<file path="config.mk">
export PLATFORM = sky130hd
export DESIGN_NAME = reg16_piso_reader
export DESIGN_NICKNAME = d
export VERILOG_FILES = /design/src/rtl/reg16_piso_reader.sv
export SDC_FILE = /design/constraint.sdc
export NUM_CORES = 1
export LEC_CHECK = 0
export BUFFER_PORTS_ARGS = -buffer_cell sky130_fd_sc_hd__clkbuf_2
export CELL_PAD_IN_SITES_DETAIL_PLACEMENT = 1
export CELL_PAD_IN_SITES_GLOBAL_PLACEMENT = 1
export CORE_MARGIN = 4
export CORE_UTILIZATION = 39
export DETAILED_ROUTE_END_ITERATION = 12
export PLACE_DENSITY_LB_ADDON = 0.1
export SETUP_SLACK_MARGIN = 0.4
export SYNTH_ARGS = -nofsm -noshare
export SYNTH_HDL_FRONTEND = slang
export SYNTH_SLANG_ARGS = --single-unit
</file>
<file path="constraint.sdc">
create_clock -name clk -period 1.4 [get_ports clk]
set_input_delay 0.14 -clock clk [delete_from_list [all_inputs] [get_ports clk]]
set_output_delay 0.14 -clock clk [all_outputs]
set_load 0.01 [all_outputs]
</file>
<file path="src/rtl/reg16_piso_reader.sv">
// 16-bit parallel-in serial-out reader for a memory register word.
// Captures d on load, shifts it out one bit per enabled cycle, then pulses done.
module reg16_piso_reader #(
  parameter int MSB_FIRST = 1
) (
  input  logic        clk,
  input  logic        rst,
  input  logic [15:0] d,
  input  logic        load,
  input  logic        en,
  output logic        sout,
  output logic        sout_valid,
  output logic        busy,
  output logic        done
);

  typedef enum logic [1:0] {
    IDLE  = 2'd0,
    SHIFT = 2'd1,
    DONE  = 2'd2
  } state_t;

  state_t      state;
  logic [15:0] shreg;
  logic [3:0]  cnt;
  logic [15:0] nxt;

  // Word after one accepted bit: move toward the output end, zero-fill.
  always_comb begin
    nxt = shreg;
    if (MSB_FIRST != 0)
      nxt = {shreg[14:0], 1'b0};
    else
      nxt = {1'b0, shreg[15:1]};
  end

  function automatic logic outbit(input logic [15:0] w);
    return (MSB_FIRST != 0) ? w[15] : w[0];
  endfunction

  // sout is registered from the word it will present next cycle.
  always_ff @(posedge clk or posedge rst) begin
    if (rst) begin
      state      <= IDLE;
      shreg      <= 16'h0000;
      cnt        <= 4'd0;
      sout       <= 1'b0;
      sout_valid <= 1'b0;
      busy       <= 1'b0;
      done       <= 1'b0;
    end else begin
      unique case (state)
        IDLE: begin
          if (load) begin
            state      <= SHIFT;
            shreg      <= d;
            cnt        <= 4'd0;
            sout       <= outbit(d);
            sout_valid <= 1'b1;
            busy       <= 1'b1;
          end
        end
        SHIFT: begin
          if (en) begin
            shreg <= nxt;
            cnt   <= cnt + 4'd1;
            if (cnt == 4'd15) begin
              state      <= DONE;
              sout       <= 1'b0;
              sout_valid <= 1'b0;
              done       <= 1'b1;
            end else begin
              sout <= outbit(nxt);
            end
          end
        end
        DONE: begin
          state <= IDLE;
          done  <= 1'b0;
          busy  <= 1'b0;
        end
        default: begin
          state      <= IDLE;
          shreg      <= 16'h0000;
          cnt        <= 4'd0;
          sout       <= 1'b0;
          sout_valid <= 1'b0;
          busy       <= 1'b0;
          done       <= 1'b0;
        end
      endcase
    end
  end

endmodule
</file>
==> results of run 1 <==
-- metrics by stage --
step	total power, mW	setup TNS (ns)	instance area, µm²
6_report	3.32	-0.380	1860
3_5_place_dp	2.44	-1.08	1520
3_3_place_gp	2.39	-0.723	1520
4_1_cts	3.08	-0.218	1740
5_1_grt	3.57	-0.684	1860
2_1_floorplan	2.17	-1.39	1350
-- final timing paths --
check                         start        end  cells past startpoint
setup / recovery           state[0]  shreg[14]                      3
hold / removal                 d[2]   shreg[2]                      4
setup reg to reg           state[0]  shreg[14]                      3
hold reg to reg                busy       busy                      2
max in group asynchronous       rst   shreg[8]                      4
min in group asynchronous       rst   state[0]                      4
-- layer usage --
metal | global-route usage, % | up-vias | share of wire [%]
li1 | - | 492 | -
met1 | 20.9 | 529 | 41
met2 | 28.5 | 21 | 54
met3 | 2.55 | 6 | 3.2
met4 | 6.85 | 0 | 2.2
met5 | 0 | - | 0
-- critical path, cell delays in order (launching register included) --
cell,delay [ns]
dfrtp_1,0.41
or3b_4,0.48
nand2_8,0.13
mux2_4,0.31
-- layout by cell type, fill, tap and decap left out --
cell type       n
or3b_4          1
nand3_1         2
a21oi_1         1
xnor2_1         1
nand2_8         3
buf_4          10
xor2_1          2
mux2i_1        13
nor2_1         17
buf_8           3
a21oi_4         1
buf_2           4
a21oi_2         3
nand2b_1        1
o31ai_1         1
ha_4            1
mux2i_2         1
o21ai_4         1
and4_4          1
clkbuf_1        1
mux2_4         14
buf_6           2
nand2_1         3
dfrtp_1        25
dlygate4sd3_1   1
inv_1           2
nor2b_2         1
nand4_1         2
a211oi_2        1
o2bb2ai_2       4
nor2b_4         1
inv_4           1
clkbuf_2       19
a22o_1          1
o22ai_1         2
a41oi_1         1
bufbuf_16       1
nor2_2          1
clkbuf_4        3
buf_12          2
-- sequential cells by signal (all words and copies together), names as in the netlist --
register / flops
cnt: 4
sout_valid: 1
done: 1
sout: 1
state: 2
shreg: 15
busy: 1
-- final cells by class --
type	instances	area, µm²	area share, %
clock buffers	4	26.3	1.42
inverters	3	13.8	0.742
multi-input cells	81	795	42.8
flip-flops and latches	25	626	33.7
well taps	44	55.1	2.97
repair buffers	42	340	18.3
-- logic make-up (layout without fill, tap and decap cells) --
kind of cell               Yosys count  after routing  synth area share (%)
muxes                               28             28                  25.2
AOI/OAI and AO/OA                   16             16                  8.27
xor gates and xnor gates             3              3                  1.97
and+or+nand+nor                     32             33                  11.7
buffers and inverters               10             49                  4.98
adders and majority gates            1              1                 0.940
DFF                                 25             25                  47.0
-- where the power goes --
part	internal, mW	switching [mW]
clock network	0.112	0.229
registers	1.00	0.219
logic	1.00	0.756
-- timing repair --
item                                    4_1_cts  5_1_grt
hold buffers                                  1        0
endpoints found under the hold margin        25        0
setup buffers                                 5        4
gates cloned                                  2        0
endpoints found under the setup margin       29       29
resized for setup                            24       22
pin swaps                                     6        5
==> PnR_summary.wiki, run 1 <==
{| class="wikitable"
! Metric !! Value
|-
| IO Port Bufs || 23
|-
| Max Clock Skew || 0.00226 ns
|-
| Pins over their slew limit || 0
|-
| Required time at the worst-slack endpoint || 1.63 ns
|-
| Share of layout cells above drive strength 1 || 51.0%
|-
| First-pass detailed-route iteration total || 4
|-
| Number of filler cells placed in the layout || 346
|-
| Primary flip-flop cell chosen by synthesis mapping || dfrtp_1
|-
| Synthesized Nets || 136
|-
| Worst relative slew slack || 78.2%
|-
| Sinks on Clock Net || 25
|-
| Top cell type's share of synthesized area || between 40% and 50%
|-
| # placed instances || 183
|-
| Worst min-delay path class || input pin to flop
|-
| Synth area leader || dfrtp_1
|-
| DRC marker count from the first detailed-route iteration || 11
|-
| Half-perimeter wire length after placement || 2050 µm
|-
| Crit end category || flop
|-
| Pwr per Cell Area || 1790 mW/mm²
|-
| Leakage dissipation || ~0.96 nW
|-
| Clock insertion delay at the later pin of the skew report || around 0.33 ns
|-
| Top cells by area in the synthesized netlist || dfrtp_1 (47%), mux2_4 (11%), mux2i_1 (11%)
|-
| Setup slack of the most critical reg-to-reg path || -0.04 ns
|-
| Initial core utilization || 42.2%
|-
| Via count || 1048
|-
| Achievable clock frequency || 697 MHz
|-
| CTS buffer count || 3
|-
| Diode insertion count for antenna repair || 0
|-
| Top cells by count, synth || dfrtp_1 (25), nor2_1 (18), mux2i_1 (14), mux2_4 (10), a21oi_1 (5)
|-
| Endpoint arrival time on the critical path || between 1.5 and 2 ns
|-
| Routed Antenna Nets || 0
|-
| Worst slack after detailed placement || -0.122 ns
|-
| Worst Setup Slack, final || -0.0357 ns
|-
| Post-synthesis sequential element count || 25
|-
| Part of the cycle the worst path needs || 103%
|-
| First-pass GRT wire length || 5550 µm
|-
| Largest fanout on the critical path || 7
|-
| Final setup violation count || 14
|-
| Worst setup path category || flop to flop
|-
| Type of element launching the critical path || flop
|-
| Number of maximum-capacitance violations || 0
|-
| Die width || 66.4 µm
|-
| Warning count from the yosys run || 0
|-
| Violated checks || setup timing
|-
| RSZ-0062 raised after global routing || true
|-
| Number of synthesized flops with an enable pin || 0
|-
| Routed length per placed instance || 17.4 µm
|-
| Sequential cell area fraction in the yosys report || a little under half
|-
| Weighted congestion reported at the end of routability-driven placement || 0.772
|-
| Maximum number of buffers from clock root to sink || 2
|-
| Number of DRC violations after detailed routing || 0
|-
| Number of hold violations in the final report || 0
|-
| Die outline height || about 66 µm
|-
| Detail-routed via count per cell || 5.27
|-
| Maximum number of pins on one net before global-route repair || 26
|-
| Total congestion overflow after global routing || 0
|-
| Number of top-level pins || 24
|-
| Run status || finished with violations
|-
| Die Outline Area || 0.00441 mm²
|-
| Number of non-filler instances in the completed layout || 199
|-
| Floorplan row count || 20
|-
| Initial antenna violation count || 0
|-
| Vias in the first global route || 1140
|-
| Synthesized cell area || 0.00133 mm²
|-
| Per-instance average area after synthesis || 11.6 µm²
|-
| Clock tree from TritonCTS || built
|-
| Cells after Synth || 115
|-
| Clock edge transition at the registers on the reported setup and hold paths || between 0.1 and 0.15 ns
|-
| Layout area overhead || 39.4%
|-
| Synth async-reset ratio || 100%
|-
| Worst hold slack after final layout || ~0.18 ns
|-
| H-tree levels || 1
|-
| GRT Overall Usage || between 10% and 20%
|-
| Total wirelength of the detailed-routed design || between 3000 and 4000 µm
|-
| Peak supply drop || 783 µV
|-
| Shortest period the worst path allows || 1.44 ns
|-
| Worst-margin pin slew || 0.326 ns
|-
| Share of the core filled with cells || 58.8%
|-
| Buffer cell driving the clock tree root || clkbuf_4
|-
| Net count, final || 177
|-
| Netlist cell types || 29
|-
| Library cell with the highest instance count after synthesis || dfrtp_1
|-
| Core area || between 0.003 and 0.004 mm²
|}
Power figures use the tool's default switching activity.
==> run 2, diff against run 1 <==
--- a/config.mk
+++ b/config.mk
@@ -5,11 +5,12 @@
 export SDC_FILE = /design/constraint.sdc
 export NUM_CORES = 1
 export LEC_CHECK = 0
+export ABC_AREA = 1
 export BUFFER_PORTS_ARGS = -buffer_cell sky130_fd_sc_hd__clkbuf_2
 export CELL_PAD_IN_SITES_DETAIL_PLACEMENT = 1
 export CELL_PAD_IN_SITES_GLOBAL_PLACEMENT = 1
 export CORE_MARGIN = 4
-export CORE_UTILIZATION = 39
+export CORE_UTILIZATION = 35
 export DETAILED_ROUTE_END_ITERATION = 12
 export PLACE_DENSITY_LB_ADDON = 0.1
 export SETUP_SLACK_MARGIN = 0.4
==> PnR_summary.wiki, run 2 <==
{| class="wikitable"
! Metric !! Value
|-
| Part of the cycle the worst path needs || 93.8% (-8.7 points)
|-
| Type of element launching the critical path || flop
|-
| Worst hold path depth || 3 (-1)
|-
| Via count || 1224 (+17%)
|-
| Worst relative slew slack || 77.9% (-0.26 points)
|-
| Largest register by flop count || shreg
|-
| Routed Antenna Nets || 0 (unchanged)
|-
| Leakage dissipation || 0.900 nW (-5.8%)
|-
| Top cell type's share of synthesized area || 51.5% (+4.6 points)
|-
| Crit end category || flop
|-
| Number of hold violations in the final report || 0 (unchanged)
|-
| Net count, final || 225 (+27%)
|-
| Initial antenna violation count || 0 (unchanged)
|-
| Top cells by area in the synthesized netlist || dfrtp_1 (52%), nand2_1 (15%), inv_1 (5.9%)
|-
| Total congestion overflow after global routing || 0 (unchanged)
|-
| Commonest cells after routing, fill and taps aside || nand2_1 (33), dfrtp_1 (23), clkbuf_2 (23)
|-
| Number of flip-flops in the largest register || 15 (unchanged)
|-
| Clock insertion delay at the later pin of the skew report || 0.32 ns (about the same)
|-
| Layout area overhead || 53.2%
|-
| Final total negative setup slack || 0 ns (+0.380 ns)
|-
| RSZ-0062 raised after global routing || true
|-
| Worst slack after detailed placement || 0.0650 ns (+0.187 ns)
|-
| Die width || 66.9 µm (+0.69%)
|-
| Largest stage delay on the critical path || 0.50 ns (+0.02 ns)
|-
| Worst-margin pin slew || 0.331 ns (+0.00518 ns)
|-
| Endpoint arrival time on the critical path || 1.57 ns (-0.10 ns)
|-
| Achievable clock frequency || 761 MHz (+9.3%)
|-
| Warning count from the yosys run || 0 (unchanged)
|-
| Routed length per placed instance || 16.2 µm (-7.0%)
|-
| First-pass GRT wire length || 5580 µm (+0.63%)
|-
| DRC marker count from the first detailed-route iteration || 55 (+44)
|-
| Initial core utilization || 36.4% (-5.9 points)
|-
| Netlist cell types || 21 (-28%)
|-
| Die outline height || 66.9 µm (+0.69%)
|-
| Buffer cell driving the clock tree root || clkbuf_4
|-
| Total wirelength of the detailed-routed design || 4020 µm (+16%)
|-
| Weighted congestion reported at the end of routability-driven placement || 0.770 (-0.32%)
|-
| Detail-routed via count per cell || 4.92 (-6.7%)
|-
| Primary flip-flop cell chosen by synthesis mapping || dfrtp_1
|-
| Register-to-Register Path Depth || 7 (+4)
|-
| Number of maximum-capacitance violations || 0 (unchanged)
|-
| Worst setup path category || flop to flop
|-
| Library cell with the highest instance count after synthesis || nand2_1
|-
| Maximum number of buffers from clock root to sink || 2 (unchanged)
|-
| Number of DRC violations after detailed routing || 0 (unchanged)
|-
| Regs by FF count || shreg x15, cnt x4, state x2
|-
| Final setup violation count || 0 (-14)
|-
| Synth area leader || dfrtp_1
|-
| GRT Overall Usage || 16.5% (-0.24 points)
|-
| Pwr per Cell Area || 1540 mW/mm² (-14%)
|-
| Required time at the worst-slack endpoint || 1.66 ns (+0.03 ns)
|-
| First-pass detailed-route iteration total || 4 (unchanged)
|-
| Max Clock Skew || 0.00103 ns (-0.00124 ns)
|-
| Shortest period the worst path allows || 1.31 ns (-0.122 ns)
|-
| Number of synthesized flops with an enable pin || 0 (unchanged)
|-
| Core area || 0.00334 mm² (+5.8%)
|-
| Post-synthesis sequential element count || 25 (unchanged)
|-
| Sinks on Clock Net || 25 (unchanged)
|-
| Vias in the first global route || 1244 (+9.1%)
|-
| IO Port Bufs || 23 (unchanged)
|-
| Worst min-delay path class || input pin to flop
|-
| Largest fanout on the critical path || 8 (+1)
|-
| H-tree levels || 1 (unchanged)
|-
| Synthesized Nets || 172 (+26%)
|-
| Floorplan row count || 21 (+5.0%)
|-
| Per-instance average area after synthesis || 8.04 µm² (-31%)
|-
| Diode insertion count for antenna repair || 0 (unchanged)
|-
| Run status || completed
|-
| Clock tree from TritonCTS || built
|-
| CTS buffer count || 3 (unchanged)
|-
| Half-perimeter wire length after placement || 2010 µm (-1.6%)
|-
| Pins over their slew limit || 0 (unchanged)
|-
| Cells traversed along the worst timing path || nor2_4 -> buf_12 -> buf_12 -> nand2_2 -> o21ai_1 -> nand2_1 -> o21ai_1
|-
| Number of top-level pins || 24 (unchanged)
|-
| Peak supply drop || 654 µV (-16%)
|-
| Die Outline Area || 0.00447 mm² (+1.4%)
|-
| Share of layout cells above drive strength 1 || 45.3% (-5.6 points)
|-
| Most frequent standard cell in the layout excluding fill and tap cells || nand2_1
|-
| Synth async-reset ratio || 100% (unchanged)
|-
| Master of the slowest instance on the critical path || dfrtp_2
|-
| Top cells by count, synth || nand2_1 (49), dfrtp_1 (25), inv_1 (19), o21ai_0 (14), o21ai_1 (14)
|-
| Worst Setup Slack, final || 0.0866 ns (+0.122 ns)
|-
| Maximum number of pins on one net before global-route repair || 26 (unchanged)
|-
| Sequential cell area fraction in the yosys report || 51.5% (+4.6 points)
|-
| Synthesized cell area || 0.00121 mm² (-8.8%)
|-
| Cells after Synth || 151 (+31%)
|-
| Clock edge transition at the registers on the reported setup and hold paths || 0.14 ns (about the same)
|}
[run 2: worst max-delay path, delay by kind of cell, from the launching register on]
kind / cells / cell delay [ns]
AO/OA/AOI/OAI: 2 / 0.16
AND/OR/NAND/NOR: 3 / 0.30
buffers and inverters: 2 / 0.28
flip-flops: 1 / 0.50
[run 2: final timing paths]
| kind | from | end | slack, ns |
|---|---|---|---|
| setup / recovery | state[1] | shreg[7] | 0.09 |
| hold / removal | d[0] | shreg[0] | 0.05 |
| setup reg to reg | state[1] | shreg[7] | 0.09 |
| hold reg to reg | done | done | 0.50 |
| max in group asynchronous | rst | state[0] | 0.75 |
| min in group asynchronous | rst | cnt[0] | 0.38 |
[run 2: cells by family (layout without fill, tap and decap cells)]
kind of cell / after synthesis / count (layout) / share of synthesized area [%]
compound gates: 29 / 29 / 12.3
mux: 1 / 1 / 0.825
fa+ha+maj: 1 / 1 / 1.03
flops: 25 / 25 / 51.5
buf+inv: 25 / 74 / 8.76
simple gates: 70 / 73 / 25.6
[run 2: what timing repair did]
action	CTS	global route
endpoints found under the hold margin	25	0
setup buffers	8	16
setup endpoints to repair	27	29
pin swaps	2	18
gates cloned	2	1
gates resized for setup	7	55
hold buffers	1	0
[run 2: area by class of cell]
class / instances / area [µm²]
Fill cell: 406 / 1480
Sequential cell: 25 / 628
Multi-Input combinational cell: 104 / 671
Clock buffer: 4 / 26.3
Inverter: 20 / 75.1
Tap cell: 46 / 57.6
Timing Repair Buffer: 50 / 402
[run 2: power by group]
group	switching [mW]	total, mW	leakage, nW	internal [mW]
clock	0.223	0.335	0.0150	0.112
sequential	0.142	1.11	0.325	0.971
combinational	0.741	1.41	0.560	0.669
total	1.11	2.86	0.900	1.75
[run 2: through the flow]
step | instance area (µm²) | power (mW) | util (%) | hold slack [ns] | instances
finish | 1860 | 2.86 | 55.7 | 0.0485 | 249
global route | 1860 | 3.08 | 55.7 | 0.0658 | 249
CTS | 1540 | 2.44 | 46.3 | 0.0435 | 232
detailed placement | 1390 | 1.93 | 41.5 | 0.195 | 217
global placement | 1390 | 1.88 | 41.5 | 0.195 | 217
floorplan | 1240 | 1.70 | - | 0.167 | 151
[run 2: layer usage]
layer	global-route usage (%)	wire [µm]	vias to the layer above
li1	-	-	590
met1	21.0	1740	608
met2	28.5	2140	21
met3	2.36	109	5
met4	5.32	42	0
met5	0	0	-
==> run 3, diff against run 2 <==
--- a/config.mk
+++ b/config.mk
@@ -9,6 +9,7 @@
 export BUFFER_PORTS_ARGS = -buffer_cell sky130_fd_sc_hd__clkbuf_2
 export CELL_PAD_IN_SITES_DETAIL_PLACEMENT = 1
 export CELL_PAD_IN_SITES_GLOBAL_PLACEMENT = 1
+export CORE_ASPECT_RATIO = 0.6
 export CORE_MARGIN = 4
 export CORE_UTILIZATION = 35
 export DETAILED_ROUTE_END_ITERATION = 12
==> PnR_summary.wiki, run 3 (same netlist as run 2, synthesis figures left out) <==
{| class="wikitable"
! Metric !! Value
|-
| Number of flip-flops in the largest register || 15 (unchanged)
|-
| Regs by FF count || shreg x15, cnt x4, state x2
|-
| Pins over their slew limit || 0 (unchanged)
|-
| Part of the cycle the worst path needs || 89.0% (-4.9 points)
|-
| Final setup violation count || 0 (unchanged)
|-
| Max Clock Skew || 0.00535 ns (+0.00432 ns)
|-
| Most frequent standard cell in the layout excluding fill and tap cells || nand2_1
|-
| First-pass GRT wire length || 5920 µm (+6.1%)
|-
| Via count || 1160 (-5.2%)
|-
| Floorplan row count || 16 (-24%)
|-
| Worst-margin pin slew || 0.340 ns (+0.00909 ns)
|-
| Layout area overhead || 44.2%
|-
| Final total negative setup slack || 0 ns (unchanged)
|-
| PnR Total Power || 2.79 mW (-2.4%)
|-
| Diode insertion count for antenna repair || 0 (unchanged)
|-
| Achievable clock frequency || 803 MHz (+5.5%)
|-
| Number of top-level pins || 24 (unchanged)
|-
| Number of DRC violations after detailed routing || 0 (unchanged)
|-
| Crit end category || flop
|-
| Die width || 84.0 µm (+26%)
|-
| First-pass detailed-route iteration total || 4 (unchanged)
|-
| Maximum number of buffers from clock root to sink || 2 (unchanged)
|-
| H-tree levels || 1 (unchanged)
|-
| Half-perimeter wire length after placement || 2220 µm (+10%)
|-
| Number of hold violations in the final report || 0 (unchanged)
|-
| Detail-routed via count per cell || 4.87 (-0.85%)
|-
| Number of maximum-capacitance violations || 0 (unchanged)
|-
| Largest fanout on the critical path || 5 (-3)
|-
| Net count, final || 215 (-4.4%)
|-
| Shortest period the worst path allows || 1.25 ns (-0.0680 ns)
|-
| GRT Overall Usage || 17.1% (+0.63 points)
|-
| CTS buffer count || 3 (unchanged)
|-
| Die Outline Area || 0.00450 mm² (+0.70%)
|-
| Total wirelength of the detailed-routed design || 3810 µm (-5.3%)
|-
| Clock insertion delay at the later pin of the skew report || 0.27 ns (-0.05 ns)
|-
| Pwr per Cell Area || 1590 mW/mm² (+3.7%)
|-
| Routed Antenna Nets || 0 (unchanged)
|-
| Initial core utilization || 37.0% (+0.60 points)
|-
| Worst setup path category || flop to flop
|-
| # placed instances || 219 (+0.92%)
|-
| Initial antenna violation count || 0 (unchanged)
|-
| Worst relative slew slack || 77.3% (-0.61 points)
|-
| Peak supply drop || 635 µV (-2.9%)
|-
| Routed length per placed instance || 16.0 µm (-0.89%)
|-
| Commonest cells after routing, fill and taps aside || nand2_1 (37), dfrtp_1 (23), clkbuf_2 (23)
|-
| Largest register by flop count || shreg
|-
| RSZ-0062 raised after global routing || true
|-
| Type of element launching the critical path || flop
|-
| Die outline height || 53.6 µm (-20%)
|-
| Worst min-delay path class || input pin to flop
|-
| Endpoint arrival time on the critical path || 1.45 ns (-0.12 ns)
|-
| Total congestion overflow after global routing || 0 (unchanged)
|-
| Clock edge transition at the registers on the reported setup and hold paths || 0.09 ns (-0.05 ns)
|-
| Leakage dissipation || 0.848 nW (-5.8%)
|-
| Clock tree from TritonCTS || built
|-
| Run status || completed
|-
| DRC marker count from the first detailed-route iteration || 41 (-25%)
|-
| Share of layout cells above drive strength 1 || 40.4% (-4.9 points)
|-
| Vias in the first global route || 1225 (-1.5%)
|-
| Maximum number of pins on one net before global-route repair || 26 (unchanged)
|-
| IO Port Bufs || 23 (unchanged)
|-
| Sinks on Clock Net || 25 (unchanged)
|-
| Buffer cell driving the clock tree root || clkbuf_8
|-
| Number of non-filler instances in the completed layout || 238 (-4.4%)
|-
| Weighted congestion reported at the end of routability-driven placement || 0.755 (-2.0%)
|-
| Required time at the worst-slack endpoint || 1.60 ns (-0.06 ns)
|-
| Core area || 0.00328 mm² (-1.6%)
|}
==> run 3: cell count changes in the layout (fill, tap and decap cells not counted), moves of 2 or more <==
cell / change
buf_4: -6
buf_12: -4
nand2_1: +4
clkbuf_4: -3
clkbuf_8: +3
nand2_4: -3
nand2_2: -2
nand2_8: -2
nand3_2: -2
==> run 3: layout make-up <==
cell class,instances,area [µm²]
inverters,20,75.1
clock buffers,4,45.0
well taps,45,56.3
flip-flops and latches,25,628
repair buffers,43,344
fillers,407,1530
multi-input cells,101,602
==> run 3: metrics by stage <==
step                      cell area, µm²  worst slack [ns]  hold slack, ns  util, %
after floorplan                     1240             0.242           0.167        -
after global placement              1420             0.202           0.195     43.2
after detailed placement            1420             0.100           0.200     43.2
after CTS                           1620             0.189           0.113     49.3
after global routing                1750            0.0970           0.113     53.3
final                               1750             0.155           0.120     53.3
==> run 3: per-layer routing <==
layer	wire length, µm	GRT usage [%]
met1	1850	23.6
met4	23	2.67
met3	147	3.98
met2	1790	28.4
met5	0	0
==> run 3: worst max-delay path, stage by stage, from the launching register on <==
cell	delay (ns)
dfrtp_2	0.47
nor2_4	0.15
buf_6	0.14
buf_6	0.12
nand2_1	0.08
o21ai_2	0.07
nand2_1	0.06
o21ai_1	0.08
==> run 3: where the power goes <==
part / switching [mW] / internal (mW)
clock network: 0.238 / 0.204
logic: 0.664 / 0.552
registers: 0.157 / 0.973
total: 1.06 / 1.73
==> run 3: path summary, 6_finish.rpt <==
check / start / endpoint / slack [ns] / cells after the start
setup / recovery: state[1] / shreg[12] / 0.15 / 7
hold / removal: d[0] / shreg[0] / 0.12 / 3
setup reg to reg: state[1] / shreg[12] / 0.15 / 7
hold reg to reg: sout_valid / sout_valid / 0.51 / 2
max in group asynchronous: rst / state[1] / 0.68 / 4
min in group asynchronous: rst / done / 0.45 / 4
==> run 3: repair_timing <==
| item | 4_1_cts | 5_1_grt |
|---|---|---|
| endpoints found under the setup margin | 24 | 25 |
| gates cloned | 2 | 1 |
| setup buffers | 7 | 4 |
| hold buffers | 1 | 0 |
| endpoints found under the hold margin | 25 | 0 |
| resized for setup | 23 | 28 |
| pin swaps | 10 | 13 |
